$ cat config.mk
export PLATFORM = sky130hd
export DESIGN_NAME = button_conditioner
export DESIGN_NICKNAME = d
export VERILOG_FILES = /design/src/rtl/clock_pkg.sv /design/src/rtl/btn_channel.sv /design/src/rtl/button_conditioner.sv
export SDC_FILE = /design/constraint.sdc
export NUM_CORES = 1
export LEC_CHECK = 0
export BUFFER_PORTS_ARGS = -buffer_cell sky130_fd_sc_hd__clkbuf_2
export CORE_ASPECT_RATIO = 1.25
export CORE_MARGIN = 4
export CORE_UTILIZATION = 40
export DETAILED_ROUTE_END_ITERATION = 10
export GPL_TIMING_DRIVEN = 1
export MAX_ROUTING_LAYER = met4
export PLACE_DENSITY = 0.63
export SYNTH_ARGS = -nofsm -noshare
export SYNTH_HDL_FRONTEND = slang
export SYNTH_SLANG_ARGS = --single-unit
export TNS_END_PERCENT = 50
$ cat constraint.sdc
create_clock -name clk -period 3.12 [get_ports clk]
set_input_delay 0.156 -clock clk [delete_from_list [all_inputs] [get_ports clk]]
set_output_delay 0.156 -clock clk [all_outputs]
set_load 0.05 [all_outputs]
$ cat src/rtl/clock_pkg.sv
// +--------------------------------------------------------------------------+
// | Package     : clock_pkg                                                  |
// | Description : Shared constants and types for the button input path:     |
// |               button channel indices, channel FSM states and default     |
// |               cycle counts for a 10 kHz clock.                           |
// | Revision    : 1.0 - initial release                                      |
// +--------------------------------------------------------------------------+
`default_nettype none

package clock_pkg;

    // Channel index of each physical button
    localparam int BTN_UP     = 0;
    localparam int BTN_DOWN   = 1;
    localparam int BTN_MODE   = 2;
    localparam int BTN_ADJUST = 3;

    // Defaults for a 10 kHz clock
    localparam int N_BTN_DEFAULT    = 4;
    localparam int DB_CYC_DEFAULT   = 200;   // 20 ms
    localparam int LONG_CYC_DEFAULT = 8000;  // 800 ms
    localparam int REP_CYC_DEFAULT  = 1000;  // 100 ms

    // Per-channel press state
    typedef enum logic [1:0] {
        CH_IDLE  = 2'd0,
        CH_PRESS = 2'd1,
        CH_HELD  = 2'd2
    } ch_state_e;

    // Counter width able to hold 0..n-1, never narrower than one bit
    function automatic int cnt_width(input int n);
        return (n > 1) ? $clog2(n) : 1;
    endfunction

endpackage

`default_nettype wire

$ cat src/rtl/btn_channel.sv
// +--------------------------------------------------------------------------+
// | Module      : btn_channel                                                |
// | Description : One push-button: 2-flop synchronizer, debounce, press /    |
// |               release pulses, long-press detect and auto-repeat.         |
// | Revision    : 1.0 - initial release                                      |
// +--------------------------------------------------------------------------+
`default_nettype none

module btn_channel
    import clock_pkg::*;
#(
    parameter int DB_CYC   = DB_CYC_DEFAULT,
    parameter int LONG_CYC = LONG_CYC_DEFAULT,
    parameter int REP_CYC  = REP_CYC_DEFAULT
) (
    input  logic clk,
    input  logic rst,
    input  logic btn_raw_i,
    input  logic rep_en_i,
    output logic btn_level_o,
    output logic press_pulse_o,
    output logic release_pulse_o,
    output logic long_pulse_o,
    output logic repeat_pulse_o
);

    localparam int DB_W   = cnt_width(DB_CYC + 1);
    localparam int HOLD_W = cnt_width(LONG_CYC);
    localparam int REP_W  = cnt_width(REP_CYC);

    localparam logic [DB_W-1:0]   DB_LAST   = DB_W'(DB_CYC - 1);
    localparam logic [HOLD_W-1:0] HOLD_LAST = HOLD_W'(LONG_CYC - 1);
    localparam logic [REP_W-1:0]  REP_LAST  = REP_W'(REP_CYC - 1);

    logic [1:0]        sync_q;
    logic [DB_W-1:0]   db_cnt_q,  db_cnt_d;
    logic              level_q,   level_d;
    ch_state_e         state_q,   state_d;
    logic [HOLD_W-1:0] hold_q,    hold_d;
    logic [REP_W-1:0]  rep_q,     rep_d;
    logic              press_q,   press_d;
    logic              release_q, release_d;
    logic              long_q,    long_d;
    logic              repeat_q,  repeat_d;
    logic              db_toggle;

    // Next-state: debounce counter, debounced level, press FSM and pulse generation
    always_comb begin
        db_cnt_d  = db_cnt_q;
        level_d   = level_q;
        state_d   = state_q;
        hold_d    = hold_q;
        rep_d     = rep_q;
        press_d   = 1'b0;
        release_d = 1'b0;
        long_d    = 1'b0;
        repeat_d  = 1'b0;
        db_toggle = 1'b0;

        // Count consecutive cycles where the synchronized input disagrees
        // with the debounced level; the DB_CYC-th such cycle flips the level.
        if (sync_q[1] != level_q) begin
            if (db_cnt_q == DB_LAST) begin
                db_cnt_d  = '0;
                level_d   = ~level_q;
                db_toggle = 1'b1;
            end else begin
                db_cnt_d = db_cnt_q + DB_W'(1);
            end
        end else begin
            db_cnt_d = '0;
        end

        press_d   = db_toggle & ~level_q;
        release_d = db_toggle &  level_q;

        unique case (state_q)
            CH_IDLE: begin
                if (press_d) begin
                    state_d = CH_PRESS;
                    hold_d  = '0;
                end
            end
            CH_PRESS: begin
                // A release wins over a long pulse due in the same cycle
                if (release_d) begin
                    state_d = CH_IDLE;
                end else if (hold_q == HOLD_LAST) begin
                    state_d  = CH_HELD;
                    long_d   = 1'b1;
                    repeat_d = rep_en_i;
                    rep_d    = '0;
                end else begin
                    hold_d = hold_q + HOLD_W'(1);
                end
            end
            CH_HELD: begin
                // hold_q stays saturated; the repeat phase runs even with rep_en low
                if (release_d) begin
                    state_d = CH_IDLE;
                end else if (rep_q == REP_LAST) begin
                    rep_d    = '0;
                    repeat_d = rep_en_i;
                end else begin
                    rep_d = rep_q + REP_W'(1);
                end
            end
            default: begin
                state_d = CH_IDLE;
            end
        endcase
    end

    // State and output registers with synchronous reset
    always_ff @(posedge clk) begin
        if (rst) begin
            sync_q    <= '0;
            db_cnt_q  <= '0;
            level_q   <= 1'b0;
            state_q   <= CH_IDLE;
            hold_q    <= '0;
            rep_q     <= '0;
            press_q   <= 1'b0;
            release_q <= 1'b0;
            long_q    <= 1'b0;
            repeat_q  <= 1'b0;
        end else begin
            sync_q    <= {sync_q[0], btn_raw_i};
            db_cnt_q  <= db_cnt_d;
            level_q   <= level_d;
            state_q   <= state_d;
            hold_q    <= hold_d;
            rep_q     <= rep_d;
            press_q   <= press_d;
            release_q <= release_d;
            long_q    <= long_d;
            repeat_q  <= repeat_d;
        end
    end

    assign btn_level_o     = level_q;
    assign press_pulse_o   = press_q;
    assign release_pulse_o = release_q;
    assign long_pulse_o    = long_q;
    assign repeat_pulse_o  = repeat_q;

endmodule

`default_nettype wire

$ cat src/rtl/button_conditioner.sv
// +--------------------------------------------------------------------------+
// | Module      : button_conditioner                                         |
// | Description : Conditions N_BTN raw push-buttons into debounced levels    |
// |               and single-cycle press/release/long/repeat events.         |
// | Revision    : 1.0 - initial release                                      |
// +--------------------------------------------------------------------------+
`default_nettype none

module button_conditioner
    import clock_pkg::*;
#(
    parameter int N_BTN    = N_BTN_DEFAULT,
    parameter int DB_CYC   = DB_CYC_DEFAULT,
    parameter int LONG_CYC = LONG_CYC_DEFAULT,
    parameter int REP_CYC  = REP_CYC_DEFAULT
) (
    input  logic             clk,
    input  logic             rst,
    input  logic [N_BTN-1:0] btn_raw_i,
    input  logic [N_BTN-1:0] rep_en_i,
    output logic [N_BTN-1:0] btn_level_o,
    output logic [N_BTN-1:0] press_pulse_o,
    output logic [N_BTN-1:0] release_pulse_o,
    output logic [N_BTN-1:0] long_pulse_o,
    output logic [N_BTN-1:0] repeat_pulse_o
);

    // One fully independent channel per button
    for (genvar i = 0; i < N_BTN; i++) begin : g_ch
        btn_channel #(
            .DB_CYC   (DB_CYC),
            .LONG_CYC (LONG_CYC),
            .REP_CYC  (REP_CYC)
        ) u_ch (
            .clk             (clk),
            .rst             (rst),
            .btn_raw_i       (btn_raw_i[i]),
            .rep_en_i        (rep_en_i[i]),
            .btn_level_o     (btn_level_o[i]),
            .press_pulse_o   (press_pulse_o[i]),
            .release_pulse_o (release_pulse_o[i]),
            .long_pulse_o    (long_pulse_o[i]),
            .repeat_pulse_o  (repeat_pulse_o[i])
        );
    end

endmodule

`default_nettype wire
# Word-level counts from Yosys, hierarchy flattened
# Cells that the tools add are included.
# word_totals
register_bits	160
latch_bits	0
mem_bits_rw	0
romBits	0
output_inout_bits	20
elab_cells	248
mem_count	0
# op_classes
addsub	12
n_mul	0
n_div	0
n_lt_le_gt_ge	0
n_eq_ne	52
n_shift	0
muxes	88
bitwise_logic	20
n_reduce_logical	36
# ops
cell	count
$mux 10	16
$mux 13	12
$pmux 13 s2	4
$pmux 10 s2	4
$add 13x1->13 const B	4
$eq 13x13->1 const B	4
$add 10x1->10 const B	4
$eq 10x10->1 const B	4
$add 8x1->8 const B	4
$eq 8x8->1 const B	4
$mux 2	16
$reduce_and 4->1	8
$mux 1	28
$ne 2x1->1 const B	12
$ne 2x2->1 const B	12
$pmux 2 s3	4
$reduce_or 3->1	8
$reduce_bool 2->1	8
$ne 3x1->1 const B	4
$not 1->1	12
$reduce_and 3->1	4
$and 1x1->1	8
$eq 2x1->1 const B	4
$eq 2x2->1 const B	4
4 further kinds	16

# Depth between registers and ports, before layout
# depth
word_depth	6
depth_mapped	9
depth_no_buf	7

# Modules after synthesis
# Synthesis repeated with hierarchy kept, for this count alone.
# unflattened
hier_cells	1015
hier_area_um2	8373.0
# modules_own_cells
mod	instances	cells_each	area_each_um2	seq_area_each_um2
btn_channel at g_ch[0].u_ch ...	3	255	2105.8	800.8
btn_channel at g_ch[3].u_ch	1	250	2055.7	800.8

# Least setup slack after synthesis
# OpenSTA, ideal clock, no wires.
# synth_timing
path_type	flip-flop to flip-flop
from	register g_ch[3].u_ch.hold_q[0]
to	register g_ch[3].u_ch.rep_q[5]
setup_time_ns	0.070
t_arrival_ns	2.244
required_ns	3.050
path_slack_ns	0.806
stages_incl_launch_ff	8
cell_sequence	dfxtp_1 -> ha_1 -> nand3_1 -> or4_1 -> buf_2 -> a21o_1 -> or4_1 -> a21oi_1
# synth_via
elab_chain_len	3
# synth_rtl
item	line_no	rtl
from (decl)	btn_channel.sv:39	logic [HOLD_W-1:0] hold_q, hold_d;
from (signal assigned)	btn_channel.sv:132	hold_q <= hold_d;
$eq 13x13->1	btn_channel.sv:88	end else if (hold_q == HOLD_LAST) begin
$ne 2x1->1 (no source line)	--	
$reduce_and 4->1 (no source line)	--	
to (signal assigned)	btn_channel.sv:133	rep_q <= rep_d;
to (decl)	btn_channel.sv:40	logic [REP_W-1:0] rep_q, rep_d;
# Every way passes these cells.
# A chain may end at the register's enable or synchronous reset.

# Worst setup path in the final report
# layout_timing
from	register g_ch[0].u_ch.state_q[1]
to	register g_ch[0].u_ch.hold_q[11]
# layout_via
elab_chain_len	3
word_cells_on_any_way	8
cone_classes	eq/ne: 4; mux: 1; reduce/logical: 3
# layout_rtl
item	line_no	rtl
from (decl)	btn_channel.sv:38	ch_state_e state_q, state_d;
from (signal assigned)	btn_channel.sv:131	state_q <= state_d;
$eq 2x1->1 or $logic_not 2->1 (tied branches)	btn_channel.sv:77	unique case (state_q)
$ne 2x2->1 (no source line), or another cell as far along	--	
$reduce_and 4->1 (no source line)	--	
to (signal assigned)	btn_channel.sv:132	
to (decl)	btn_channel.sv:39	
# Several ways; a longest one is shown, not always the timed one.

==> key figures <==
Status
  – Run status: completed

Global routing
  – Vias in the first global route: 6762
  – First-pass GRT wire length: 31300 µm
  – Initial antenna violation count: 0
  – Total GRT Usage: 16.5%
  – Largest net degree at the start of global routing: 53
  – Gr ovfl total: 0

Finish
  – Design Area, Final: 9230 µm²
  – # diodes: 0
  – Post-layout util: 45.7%
  – Nets: 1046
  – Area Growth Syn to Fin: 12.3%
  – Share of layout cells above drive strength 1: 9.85%

Critical path
  – Critical Path Source Type: flip-flop
  – RR Startpoint: g_ch[0].u_ch.state_q[1]
  – CP peak stage delay: 0.47 ns
  – CP required: 3.47 ns
  – Crit-path slowest cell: ha_1
  – Crit-path cells: inv_1 -> ha_1 -> inv_1 -> a211oi_1 -> o21ai_0 -> buf_4 -> or3_1 -> a21oi_1
  – Most common cell on crit path: inv_1
  – Crit end category: flip-flop
  – CP startpoint: g_ch[0].u_ch.state_q[1]
  – R2R depth: 8
  – CP Class: reg -> reg
  – Worst EP arrival: 2.96 ns
  – Critical Path Fanout Max: 14

Floorplanning
  – Die height: 168 µm
  – Boundary Pins: 30
  – Area of the die: 22900 µm²
  – Core area: a little over 20000 µm²
  – Starting density of the core: 40.8%
  – Chip width: ~140 µm
  – FP Rows: 58

Clocking
  – Max clock buf depth: 2
  – Cts hold-fix bufs: 8
  – Setup Fix Bufs, Post-CTS: 0
  – H-tree depth: 4
  – Cts repair resizes: 0
  – Root Buffer: clkbuf_16
  – CTS tree: yes
  – Clk slew on worst S/H paths: 0.06 ns
  – Clock Sinks: 160
  – Inserted Clock Buffers: 17
  – Clk_lat worst skew: around 0.42 ns

Detailed routing
  – Routed vias: a little over 7000
  – Post-DRT Antenna Nets: 0
  – Iter 0 DRT Violations: 476
  – Vias/cell: 5.54
  – WL/cell: 13.6 µm
  – DR pass1 iterations: 5
  – DRC viols: 0
  – Total wire length: 17600 µm

Synth
  – Synth area leaders: dfxtp_1 39%, a21oi_1 4.6%, nand2_1 3.9%, o21ai_0 3.9%, nor2_1 3.9%
  – Register bit total from synthesis: 160
  – Post-synthesis sequential area ratio: 39.0%
  – Distinct cells, synth: 66
  – Cell with the most instances after synthesis: dfxtp_1
  – Cells after synthesis: 1002
  – Net Count, Synth: 1036
  – Post-synth EDFFs: 0
  – Most used DFF post-synth: dfxtp_1
  – Synth area leader: dfxtp_1
  – Top post-synthesis cells by count: 160 x dfxtp_1, 86 x nand2_1, 85 x nor2_1
  – Synth Area per Inst: slightly above 8 µm²
  – Area share of the largest cell type after synthesis: 39.0%
  – YS warnings: 0
  – Asr flop ratio synth: 0%
  – Synth Cell Area: 8220 µm²

Timing
  – Worst hold margin: 0.235 ns
  – Slew headroom: between 40% and 50%
  – Period utilization: 83.4%
  – Finish-stage setup viols: 0
  – Final hold vios: 0
  – Fmax: 384 MHz
  – Worst Max-Slew Pin Slew: around 0.84 ns
  – Minimum clock period: 2.60 ns
  – RSZ-0062 raised after global routing: false
  – Final Skew: roughly 0.0087 ns
  – TNS Setup: 0 ns
  – Final max-slew violation count: 0

Pwr
  – Power Density: between 400 and 500 nW/µm²
  – Cell Int Power: between 3 and 4 mW
  – Clock share of power: 51.4%
  – LEAKAGE: ~3.1 nW
  – Combinational share of power: under 10%
  – Seq pwr share: 46.2%
  – Switching pwr: 0.911 mW
  – Worst vdd ir: between 0.3 and 0.4 mV
  – Switching portion of total power: 20.4%

Worst hold path
  – Hold WC Path Type: in -> reg
  – Hold path start: rst
  – Hold depth: 2

Placement
  – Detailed-placement wirelength estimate: 11900 µm
  – PortBufs: 29
  – Routability Congestion: 0.796
  – Dpl cell area: approximately 8500 µm²

Flow run
  – Number of max-cap violations: 0
[metal layers]
layer / up-vias / part of all wire (%) / GRT usage (%)
li1: 3695 / - / -
met4: 0 / 1.5 / 5.79
met1: 3338 / 46 / 20.5
met3: 23 / 3.4 / 3.11
met5: - / 0 / -
met2: 113 / 49 / 26.7
[per-stage QoR]
step	setup WS, ns	std cells	total power [mW]
floorplan	0.806	1002	2.17
global placement	0.609	1255	2.20
detailed placement	0.560	1255	2.20
CTS	0.527	1295	4.51
global route	0.229	1295	4.62
finish	0.518	1295	4.46
[path summary, 6_finish.rpt]
kind / slack (ns) / endpoint
hold reg to reg: 0.44 / g_ch[2].u_ch.sync_q[1]
setup / recovery: 0.52 / g_ch[0].u_ch.hold_q[11]
hold / removal: 0.23 / g_ch[2].u_ch.release_pulse_o
setup reg to reg: 0.52 / g_ch[0].u_ch.hold_q[11]
[sequential cells by signal, indices dropped and copies added, names as in the netlist]
name,flops
g_ch.u_ch.hold_q,52
g_ch.u_ch.rep_q,40
g_ch.u_ch.db_cnt_q,32
g_ch.u_ch.state_q,8
g_ch.u_ch.sync_q,8
g_ch.u_ch.btn_level_o,4
g_ch.u_ch.long_pulse_o,4
g_ch.u_ch.press_pulse_o,4
g_ch.u_ch.release_pulse_o,4
g_ch.u_ch.repeat_pulse_o,4
[critical path, delay by kind of cell, from the launching register on]
family,cells,cell delay (ns)
AOI/OAI and AO/OA,3,0.84
adders and majority gates,1,0.47
buffers and inverters,3,0.58
DFF,1,0.33
and+or+nand+nor,1,0.30
[area by class of cell]
class	instances	area [µm²]
Clock buffer	21	460
Fill cell	2010	10900
Clock inverter	11	185
Inverter	32	120
Timing Repair Buffer	49	318
Multi-Input combinational cell	752	4600
Tap cell	270	338
Sequential cell	160	3200
[logic make-up after synthesis]
group | count (synthesis) | synth area share [%]
fa+ha+maj | 24 | 3.65
buf+inv | 90 | 5.04
mux | 5 | 0.639
xor+xnor | 27 | 2.88
compound gates | 251 | 19.5
simple gates | 445 | 29.4
flops | 160 | 39.0
[cells in the final DEF, fill, tap and decap left out, drive strengths merged, types with 7 or more instances in the layout]
master       synthesis  final
dfxtp              160    160
nand2               86     86
nor2                85     85
a21oi               76     76
o21ai               65     65
nand3               61     61
clkbuf              31     49
inv                 32     32
and3                25     25
ha                  24     24
nor3                23     23
nand4               22     22
xor2                21     21
nor4                19     19
nor2b               17     17
o31ai               17     17
or3                 15     15
nand4b              15     15
or4                 15     15
a31oi               13     13
buf                 27     13
nand3b              10     10
o21a                10     10
nand2b               9      9
a32o                 8      8
a31o                 8      8
dlygate4sd3          0      8
a41oi                7      7
a211oi               7      7
or3b                 7      7
[power by group through the flow]
stage	clock network [mW]	registers (mW)	logic (mW)
final	2.29	2.06	0.109
after detailed placement	0	2.10	0.102
after global placement	0	2.10	0.102
after CTS	2.35	2.06	0.110
after global routing	2.44	2.06	0.123
after floorplan	0	2.10	0.0706
No activity file was read; power rests on OpenSTA's default activity.
